File: src/rtl/mult_12x12.sv
// Signed 12x12 -> 24-bit multiplier: radix-4 Booth partial products, carry-save tree, ripple CPA.
// Define MULT12X12_PIPE_EN to add one output register stage with asynchronous clear on Hlt.
module mult_12x12 (
  input  logic        Clk,
  input  logic        Hlt,
  input  logic [11:0] Din,
  input  logic [11:0] Coeff,
  output logic [23:0] Product
);

  typedef logic [23:0] vec_t;

  typedef struct packed {
    vec_t s;
    vec_t c;
  } csa_t;

  // One 3:2 compressor per column; the column-23 carry falls off (result is mod 2^24).
  function automatic csa_t csa(input vec_t a, input vec_t b, input vec_t c);
    csa_t r;
    r.s = a ^ b ^ c;
    r.c = '0;
    for (int unsigned j = 0; j < 23; j++) begin
      r.c[j + 1] = (a[j] & b[j]) | (a[j] & c[j]) | (b[j] & c[j]);
    end
    return r;
  endfunction

  function automatic vec_t cpa(input vec_t a, input vec_t b);
    vec_t s;
    logic cy;
    s  = '0;
    cy = 1'b0;
    for (int unsigned j = 0; j < 24; j++) begin
      s[j] = a[j] ^ b[j] ^ cy;
      cy   = (a[j] & b[j]) | (a[j] & cy) | (b[j] & cy);
    end
    return s;
  endfunction

  logic [12:0] coeff_ext;
  logic [12:0] din_x1;
  logic [12:0] din_x2;
  logic [5:0]  neg;
  vec_t        rows [6];
  vec_t        neg_row;
  vec_t        result;

  assign coeff_ext = {Coeff, 1'b0};
  assign din_x1    = {Din[11], Din};
  assign din_x2    = {Din, 1'b0};

  for (genvar g = 0; g < 6; g++) begin : g_booth
    logic [2:0]  trip;
    logic        one;
    logic        two;
    logic [12:0] mag;
    logic [12:0] pp;
    logic        s;

    assign trip   = coeff_ext[2*g +: 3];
    assign one    = trip[1] ^ trip[0];
    assign two    = (trip[2] & ~trip[1] & ~trip[0]) | (~trip[2] & trip[1] & trip[0]);
    // Digit 111 is zero, so it must not inject a neg bit.
    assign neg[g] = trip[2] & ~(trip[1] & trip[0]);
    assign mag    = one ? din_x1 : (two ? din_x2 : '0);
    assign pp     = mag ^ {13{neg[g]}};
    assign s      = pp[12];

    // Sign encoding: row 0 carries {~s,s,s}, later rows {1,~s}; together they cancel every sign extension.
    if (g == 0) begin : g_first
      assign rows[g] = vec_t'({~s, s, s, pp[11:0]});
    end else begin : g_rest
      assign rows[g] = vec_t'({1'b1, ~s, pp[11:0]}) << (2 * g);
    end
  end

  always_comb begin
    neg_row = '0;
    for (int unsigned i = 0; i < 6; i++) begin
      neg_row[2*i] = neg[i];
    end
  end

  csa_t l1a, l1b, l2, l3, l4;

  assign l1a    = csa(rows[0], rows[1], rows[2]);
  assign l1b    = csa(rows[3], rows[4], rows[5]);
  assign l2     = csa(l1a.s, l1a.c, l1b.s);
  assign l3     = csa(l2.s, l2.c, l1b.c);
  assign l4     = csa(l3.s, l3.c, neg_row);
  assign result = cpa(l4.s, l4.c);

`ifdef MULT12X12_PIPE_EN
  always_ff @(posedge Clk or posedge Hlt) begin
    if (Hlt) begin
      Product <= '0;
    end else begin
      Product <= result;
    end
  end
`else
  logic unused_clk_hlt;
  assign unused_clk_hlt = Clk ^ Hlt;
  assign Product        = result;
`endif

endmodule

File: config.mk
export PLATFORM = sky130hd
export DESIGN_NAME = mult_12x12
export DESIGN_NICKNAME = d
export VERILOG_FILES = /design/src/rtl/mult_12x12.sv
export SDC_FILE = /design/constraint.sdc
export NUM_CORES = 1
export LEC_CHECK = 0
export ABC_AREA = 1
export ABC_CLOCK_PERIOD_IN_PS = 21200
export BUFFER_PORTS_ARGS = -buffer_cell sky130_fd_sc_hd__buf_2
export CELL_PAD_IN_SITES_DETAIL_PLACEMENT = 1
export CELL_PAD_IN_SITES_GLOBAL_PLACEMENT = 1
export CORE_MARGIN = 2
export CORE_UTILIZATION = 35
export DETAILED_ROUTE_END_ITERATION = 8
export PLACE_DENSITY = 0.77
export SYNTH_ARGS = -nofsm -noshare
export SYNTH_HDL_FRONTEND = slang
export SYNTH_SLANG_ARGS = --single-unit
export TNS_END_PERCENT = 20
File: constraint.sdc
create_clock -name vclk -period 21.2
set_clock_uncertainty 0.15 [all_clocks]
set_input_delay 4.24 -clock vclk [all_inputs]
set_output_delay 4.24 -clock vclk [all_outputs]
set_load 0.02 [all_outputs]
==> flow_summary.yaml, run 1 <==
global_route:
  grt_use_total_pct: 21.5
  grt-ovfl-total: 0
  grt_pass1_wl_mm: 23.4
  grt_max_degree: 27
  grt_pass1_vias: 4980
  antenna_found_initial: 0
die:
  die_y_microns: 116
  core_area_sq_um: 12500
  row_count: 41
  io_pins: 50
  die_w_microns: 116
  dieArea_sq_um: 13600
  start_util_pct: 35.5
synthesis:
  synthTopCellsByCount: "nand2_1, inv_1, nand3_1, fa_1, o21ai_0"
  yosysSeqAreaShare_pct: 0
  synth.cell_area_sq_um: 4430
  yosysMostFrequentCell: "nand2_1"
  synth-compound-area-share_pct: 9.55
  synth_area_leaders: "fa_1, nand2_1, ha_1"
  synth-simple-area-share_pct: 32.3
  syn_avg_cell_area_sq_um: 6.32
  synth_top_family_by_area: "adder cells"
  synth_cell_type_count: 21
  synth_area_leader_cell: "fa_1"
  synth_cells: 701
  muxShareOfSynthArea_pct: 0
  yosysTopAreaCellShare_pct: 28.9
  ys_warn_count: 0
  synthAdderAreaFrac_pct: 40.8
  syn_nets: 833
  synth_xor_area_share_pct: 1.38
placed_design:
  hpwlAfterDp_mm: 10.9
  portBuffers: 48
  place.gp.congestion: 0.853
  dpl_cell_area_sq_um: 4690
  placed_cells: 887
timing:
  fin_crit_ns: 20.22
  worst_pin_slew_ns: 0.733
  fin_crit_sh_pct: 95.4
  holdWs_ns: 8.92
  finalSetupViolCount: 0
  relSlewSlack_pct: 51.2
  tns_ns: 0
  grt_setup_unrepaired: "no"
  fmax_mhz: 49.5
  hold_viol: 0
  maxSlewViolCount: 0
setup_path:
  crit_type: "input pin to output port"
  required_ns: 16.81
  cpPeakStageDelay_ns: 0.57
  crit_arrival_ns: 15.83
  cp-start-kind: "input pin"
  crit_path_end_kind: "output port"
  cpMostUsedCell: "fa_1"
  crit_slowest_cell: "ha_1"
  worstPathMaxFanout: 26
cells_and_area:
  fin_area_sq_um: 4690
  regArea_sq_um: 0
  n_antenna_cell: 0
  nFlopsAndLatches: 0
  area_growth_pct: 5.96
  clkbuf_count: 0
  final_cells: 887
  layout-drive-gt1-share_pct: 8.95
  final_nets: 849
status:
  status: "finished clean"
power_and_ir_drop:
  p_leak_nw: 2.64
  powerDensity_nw_per_um2: 170
  peakVddDrop_mv: 0.105
detailed_routing:
  via_per_inst: 5.16
  wl_mm: 13.6
  ant_nets: 0
  drc: 0
  drt_iter0_markers: 193
  avgRoutedWirePerCell_microns: 15.4
  dr.pass1.iters: 4
  vias: 4577
cts:
  hold_buffers: 0
  cts_resized: 0
  post_cts_buffers: 0
flow_run:
  drv_cap: 0
worst_hold_path:
  hold_path.class: "input pin to output port"
==> worst max-delay path: cells and delay by family <==
kind          cells  cell delay (ns)
xor+xnor          1             0.16
simple gates      4             0.77
buf+inv           8             1.07
fa+ha+maj        24             9.59
==> final timing paths <==
check / from / to / slack (ns) / depth (start not counted)
worst max-delay path: Coeff[1] / Product[23] / 0.98 / 37
worst min-delay path: Coeff[1] / Product[0] / 8.92 / 3
==> logic make-up (layout without fill, tap and decap cells) <==
| logic type | after synthesis | after routing |
|---|---|---|
| AO/OA/AOI/OAI | 78 | 78 |
| XOR/XNOR | 7 | 7 |
| adder cells (fa/ha/maj) | 106 | 106 |
| buffers and inverters | 170 | 184 |
| AND/OR/NAND/NOR | 340 | 340 |
==> cells in the final DEF, fill, tap and decap left out, drive strengths merged <==
cell type  instances
fa                64
buf               50
ha                42
nor2               6
nand3             76
nand2            258
o211ai            10
a21boi             1
xor2               2
xnor2              5
inv              134
o21a               2
o21ai             65
==> through the flow <==
stage / worst slack (ns) / power [W] / util, %
global placement: 1.02 / 0.000801 / 37.6
finish: 0.981 / 0.000797 / 37.6
detailed placement: 0.858 / 0.000820 / 37.6
global route: 0.219 / 0.000941 / 37.6
floorplan: 2.23 / 0.000587 / -
CTS: 0.840 / 0.000826 / 37.6
==> final cells by class <==
| type | instances | area, sq um |
|---|---|---|
| fill | 1718 | 7770 |
| inverter | 134 | 503 |
| multi-input combinational | 531 | 3720 |
| tap | 172 | 215 |
| timing repair buffer | 50 | 255 |
==> metal layers <==
metal	routed length (microns)	share of wire (%)	vias up	global-route usage, %
li1	-	-	2172	-
met1	5710	42	2275	26.5
met2	7080	52	103	41.0
met3	533	3.9	27	0.986
met4	308	2.3	0	5.00
met5	0	0	-	0
==> where the power goes <==
part	internal, W	switching, W
logic	0.000290	0.000507
registers	0	0
clock network	0	0
total	0.000290	0.000507
(Power assumes the default switching activity.)
==> run 2: changes to the inputs <==
--- a/config.mk
+++ b/config.mk
@@ -11,9 +11,9 @@
 export CELL_PAD_IN_SITES_DETAIL_PLACEMENT = 1
 export CELL_PAD_IN_SITES_GLOBAL_PLACEMENT = 1
 export CORE_MARGIN = 2
-export CORE_UTILIZATION = 35
+export CORE_UTILIZATION = 44
 export DETAILED_ROUTE_END_ITERATION = 8
-export PLACE_DENSITY = 0.77
+export PLACE_DENSITY = 0.92
 export SYNTH_ARGS = -nofsm -noshare
 export SYNTH_HDL_FRONTEND = slang
 export SYNTH_SLANG_ARGS = --single-unit
==> run 2 against run 1 <==
Combinational power increased by 0.8%. Cell count decreased by 4.5%. Maximum frequency decreased by 0.36%. Design area decreased by 1.2%. Critical endpoint unchanged. Highest routed layer unchanged.
==> flow_summary.yaml, run 2 (synthesis gave the netlist of run 1 again) <==
global_route:
  grt_max_degree: 27
  grt_use_total_pct: 25.1
  grt_pass1_wl_mm: 22.6
  grt-ovfl-total: 0
  grt_pass1_vias: 4823
  antenna_found_initial: 0
cells_and_area:
  area_growth_pct: 4.69
  final_nets: 848
  n_fill_cell: 1399
  final_util_pct: 47.4
  mostFrequentLayoutCells: "nand2_1, inv_1, nand3_1"
  n_antenna_cell: 0
  regArea_sq_um: 0
  final_common_cell: "nand2_1"
  fin_area_sq_um: 4640
  multi_input_area_sq_um: 3720
  nFlopsAndLatches: 0
  layout-drive-gt1-share_pct: 8.82
  clkbuf_count: 0
timing:
  relSlewSlack_pct: 44.5
  tns_ns: 0
  finalSetupViolCount: 0
  fin_crit_sh_pct: 95.7
  maxSlewViolCount: 0
  worst_pin_slew_ns: 0.831
  grt_setup_unrepaired: "no"
  fmax_mhz: 49.3
  fin_crit_ns: 20.29
  hold_viol: 0
setup_path:
  worstPathMaxFanout: 26
  cpMostUsedCell: "fa_1"
  required_ns: 16.81
  crit_type: "input pin to output port"
  crit_slowest_cell: "ha_1"
  cp-start-kind: "input pin"
  crit_arrival_ns: 15.90
  crit_path_end_kind: "output port"
  cpPeakStageDelay_ns: 0.56
detailed_routing:
  via_per_inst: 5.41
  drc: 0
  drt_iter0_markers: 210
  avgRoutedWirePerCell_microns: 15.6
  ant_nets: 0
  dr.pass1.iters: 4
  vias: 4579
  wl_mm: 13.2
power_and_ir_drop:
  powerDensity_nw_per_um2: 173
  p_leak_nw: 2.64
  peakVddDrop_mv: 0.143
cts:
  cts_resized: 0
  hold_buffers: 0
  post_cts_buffers: 0
die:
  io_pins: 50
  start_util_pct: 45.3
  row_count: 36
  core_area_sq_um: 9770
  die_y_microns: 104
  die_w_microns: 104
  dieArea_sq_um: 10900
placed_design:
  portBuffers: 48
  hpwlAfterDp_mm: 10.7
  dpl_cell_area_sq_um: 4640
  place.gp.congestion: 0.880
worst_hold_path:
  worstHoldPathCells: 3
  hold_path.class: "input pin to output port"
  hp-start: "Coeff[1]"
  whs_endpoint: "Product[0]"
flow_run:
  drv_cap: 0
status:
  status: "finished clean"
run 2: worst max-delay path: cells and delay by family:
kind / cells / cell delay (ns)
xor+xnor: 1 / 0.17
fa+ha+maj: 24 / 9.63
buf+inv: 8 / 1.03
simple gates: 4 / 0.79
run 2: metrics by stage:
stage	instances	power [W]	worst slack, ns	hold slack, ns
2_1_floorplan	701	0.000587	2.23	8.60
3_3_place_gp	847	0.000780	1.10	8.89
3_5_place_dp	847	0.000825	0.821	8.90
4_1_cts	847	0.000828	0.811	8.90
5_1_grt	847	0.000925	0.265	8.96
6_report	847	0.000803	0.909	8.91
run 2: cell type report:
class | count | share of cell area, %
inverters | 134 | 10.8
multi-input cells | 531 | 80.2
well taps | 133 | 3.59
repair buffers | 49 | 5.34
run 2: report_power, final:
part | total (W) | leakage [nW] | internal, W | switching, W
logic | 0.000803 | 2.64 | 0.000290 | 0.000514
registers | 0 | 0 | 0 | 0
clock network | 0 | 0 | 0 | 0
run 2: layer usage:
layer	part of all wire (%)	global-route usage (%)	vias to the layer above
li1	-	-	2173
met1	41	31.4	2258
met2	51	46.1	125
met3	6.2	2.19	23
met4	2.3	6.08	0
met5	0	0	-
run 2: how the worst max path moves through the flow:
stage / depth (start not counted) / start / end
3_3_place_gp: 37 / Coeff[1] / Product[23]
2_1_floorplan: 35 / Coeff[1] / Product[23]
5_1_grt: 37 / Coeff[1] / Product[23]
3_5_place_dp: 37 / Coeff[1] / Product[23]
6_report: 37 / Coeff[1] / Product[23]
4_1_cts: 37 / Coeff[1] / Product[23]
==> run 3: changes to the inputs <==
==> config.mk (replaced) <==
export PLATFORM = sky130hd
export DESIGN_NAME = mult_12x12
export DESIGN_NICKNAME = d
export VERILOG_FILES = /design/src/rtl/mult_12x12.sv
export SDC_FILE = /design/constraint.sdc
export NUM_CORES = 1
export LEC_CHECK = 0
export ABC_CLOCK_PERIOD_IN_PS = 21200
export BUFFER_PORTS_ARGS = -buffer_cell sky130_fd_sc_hd__buf_2
export CELL_PAD_IN_SITES_DETAIL_PLACEMENT = 0
export CELL_PAD_IN_SITES_GLOBAL_PLACEMENT = 2
export CORE_MARGIN = 2
export CORE_UTILIZATION = 40
export DETAILED_ROUTE_END_ITERATION = 8
export PLACE_DENSITY = 0.93
export SYNTH_ARGS = -nofsm -noshare
export SYNTH_HDL_FRONTEND = slang
export SYNTH_SLANG_ARGS = --single-unit
export TNS_END_PERCENT = 20
==> run 3 against run 2 <==
First-iteration DRC count decreased by 47%. Global-route usage is 8.8 points lower. Non-clock buffer count is 8 higher. Sequential share of layout area is the same. Count of clock-buffer cells in the layout unchanged. Cell count shrank 22%. Die area is 16% higher.
==> flow_summary.yaml, run 3 <==
timing:
  tns_ns: 0
  hold_viol: 0
  finalSetupViolCount: 0
  fin_crit_ns: 19.97
  worst_slack_ns: 1.23
  relSlewSlack_pct: 21.8
  fmax_mhz: 50.1
  fin_crit_sh_pct: 94.2
  grt_setup_unrepaired: "no"
  maxSlewViolCount: 0
  worst_pin_slew_ns: 1.17
worst_hold_path:
  hold_path.class: "input pin to output port"
global_route:
  grt_pass1_vias: 3612
  grt-ovfl-total: 0
  antenna_found_initial: 0
  grt_use_total_pct: 16.2
  grt_pass1_wl_mm: 17.4
  grt_max_degree: 29
die:
  die_y_microns: 112
  start_util_pct: 41.0
  row_count: 39
  core_area_sq_um: 11400
  die_w_microns: 112
  io_pins: 50
  dieArea_sq_um: 12600
cts:
  hold_buffers: 0
  post_cts_buffers: 0
  cts_resized: 0
synthesis:
  syn_avg_cell_area_sq_um: 9.17
  yosysSeqAreaShare_pct: 0
  yosysTopAreaCellShare_pct: 27.4
  synth_cells: 510
  synth.cell_area_sq_um: 4680
  synthTopCellsByCount: "inv_1, fa_1, mux2_2, xnor2_1, ha_1"
  synth_cell_type_count: 26
  synth_area_leader_cell: "fa_1"
  ys_warn_count: 0
  syn_nets: 642
  yosysMostFrequentCell: "inv_1"
  synth_area_leaders: "fa_1, mux2_2, ha_1"
detailed_routing:
  wl_mm: 9.76
  drc: 0
  dr.pass1.iters: 4
  ant_nets: 0
  vias: 3381
  via_per_inst: 5.13
  avgRoutedWirePerCell_microns: 14.8
  drt_iter0_markers: 111
placed_design:
  pre_cts_ws_ns: 1.08
  placed_cells: 659
  hpwlAfterDp_mm: 7.79
  place.gp.congestion: 0.838
  portBuffers: 48
cells_and_area:
  final_nets: 650
  clkbuf_count: 0
  n_antenna_cell: 0
  nFlopsAndLatches: 0
  regArea_sq_um: 0
  final_common_cell: "inv_1"
  final_cells: 659
  mostFrequentLayoutCells: "inv_1, fa_1, mux2_2, xnor2_1, buf_2"
  area_growth_pct: 3.85
  layout-drive-gt1-share_pct: 26.6
setup_path:
  crit_path_end_kind: "output port"
  cpPeakStageDelay_ns: 1.00
  crit_type: "input pin to output port"
  worstPathMaxFanout: 28
  crit_slowest_cell: "nor3b_2"
  cpMostUsedCell: "fa_1"
  cp-start-kind: "input pin"
  crit_arrival_ns: 15.58
  required_ns: 16.81
flow_run:
  drv_cap: 0
status:
  status: "finished clean"
==> run 3: cell types whose count changed in the layout (fill, tap and decap cells not counted), sizes merged, moves of 5 or more <==
cell	delta
nand2	-241
nand3	-67
o31ai	+60
o21ai	-56
mux2	+55
xnor2	+50
inv	-31
nand2b	+12
xor2	+12
o211ai	-10
buf	+8
and3b	+5
nor3b	+5
==> run 3: worst max-delay path: cells and delay by family <==
family                     cells  cell delay (ns)
xor gates and xnor gates       2             0.38
AOI/OAI and AO/OA              1             0.11
adders and majority gates     23             9.05
and+or+nand+nor                1             1.00
buffers and inverters          7             0.77
==> run 3: area by class of cell <==
cell class	instances	area [sq um]
well taps	143	179
multi-input cells	356	3980
repair buffers	57	308
inverters	103	387
fillers	1165	6560
==> run 3: metrics by stage <==
stage / cell area, sq um / util, % / hold WS [ns]
final: 4860 / 42.5 / 8.93
after global routing: 4860 / 42.5 / 8.97
after CTS: 4860 / 42.5 / 8.93
after detailed placement: 4860 / 42.5 / 8.93
after global placement: 4860 / 42.5 / 8.92
after floorplan: 4680 / - / 8.60
==> run 3: final timing paths <==
| path | start | to | slack, ns | cells after the start |
|---|---|---|---|---|
| min | Coeff[1] | Product[0] | 8.93 | 3 |
| max | Coeff[1] | Product[23] | 1.23 | 34 |
==> run 3: cell families after synthesis <==
family / Yosys count / synth area share, %
AND/OR/NAND/NOR: 52 / 6.39
buffers and inverters: 154 / 14.9
multiplexers: 58 / 13.9
adder cells (fa/ha/maj): 106 / 38.6
AO/OA/AOI/OAI: 71 / 13.2
XOR/XNOR: 69 / 12.9
==> run 3: per-layer routing <==
layer | up-vias | global-route usage [%] | part of all wire (%)
met5 | - | 0 | 0
met4 | 0 | 3.33 | 2.1
met3 | 12 | 0.486 | 2.3
met2 | 49 | 30.8 | 52
met1 | 1669 | 20.7 | 44
li1 | 1651 | - | -
Power of run 3 is left out: the tool's default activity adds up to more than one toggle a clock period on the data nets, which glitch-free logic cannot reach.
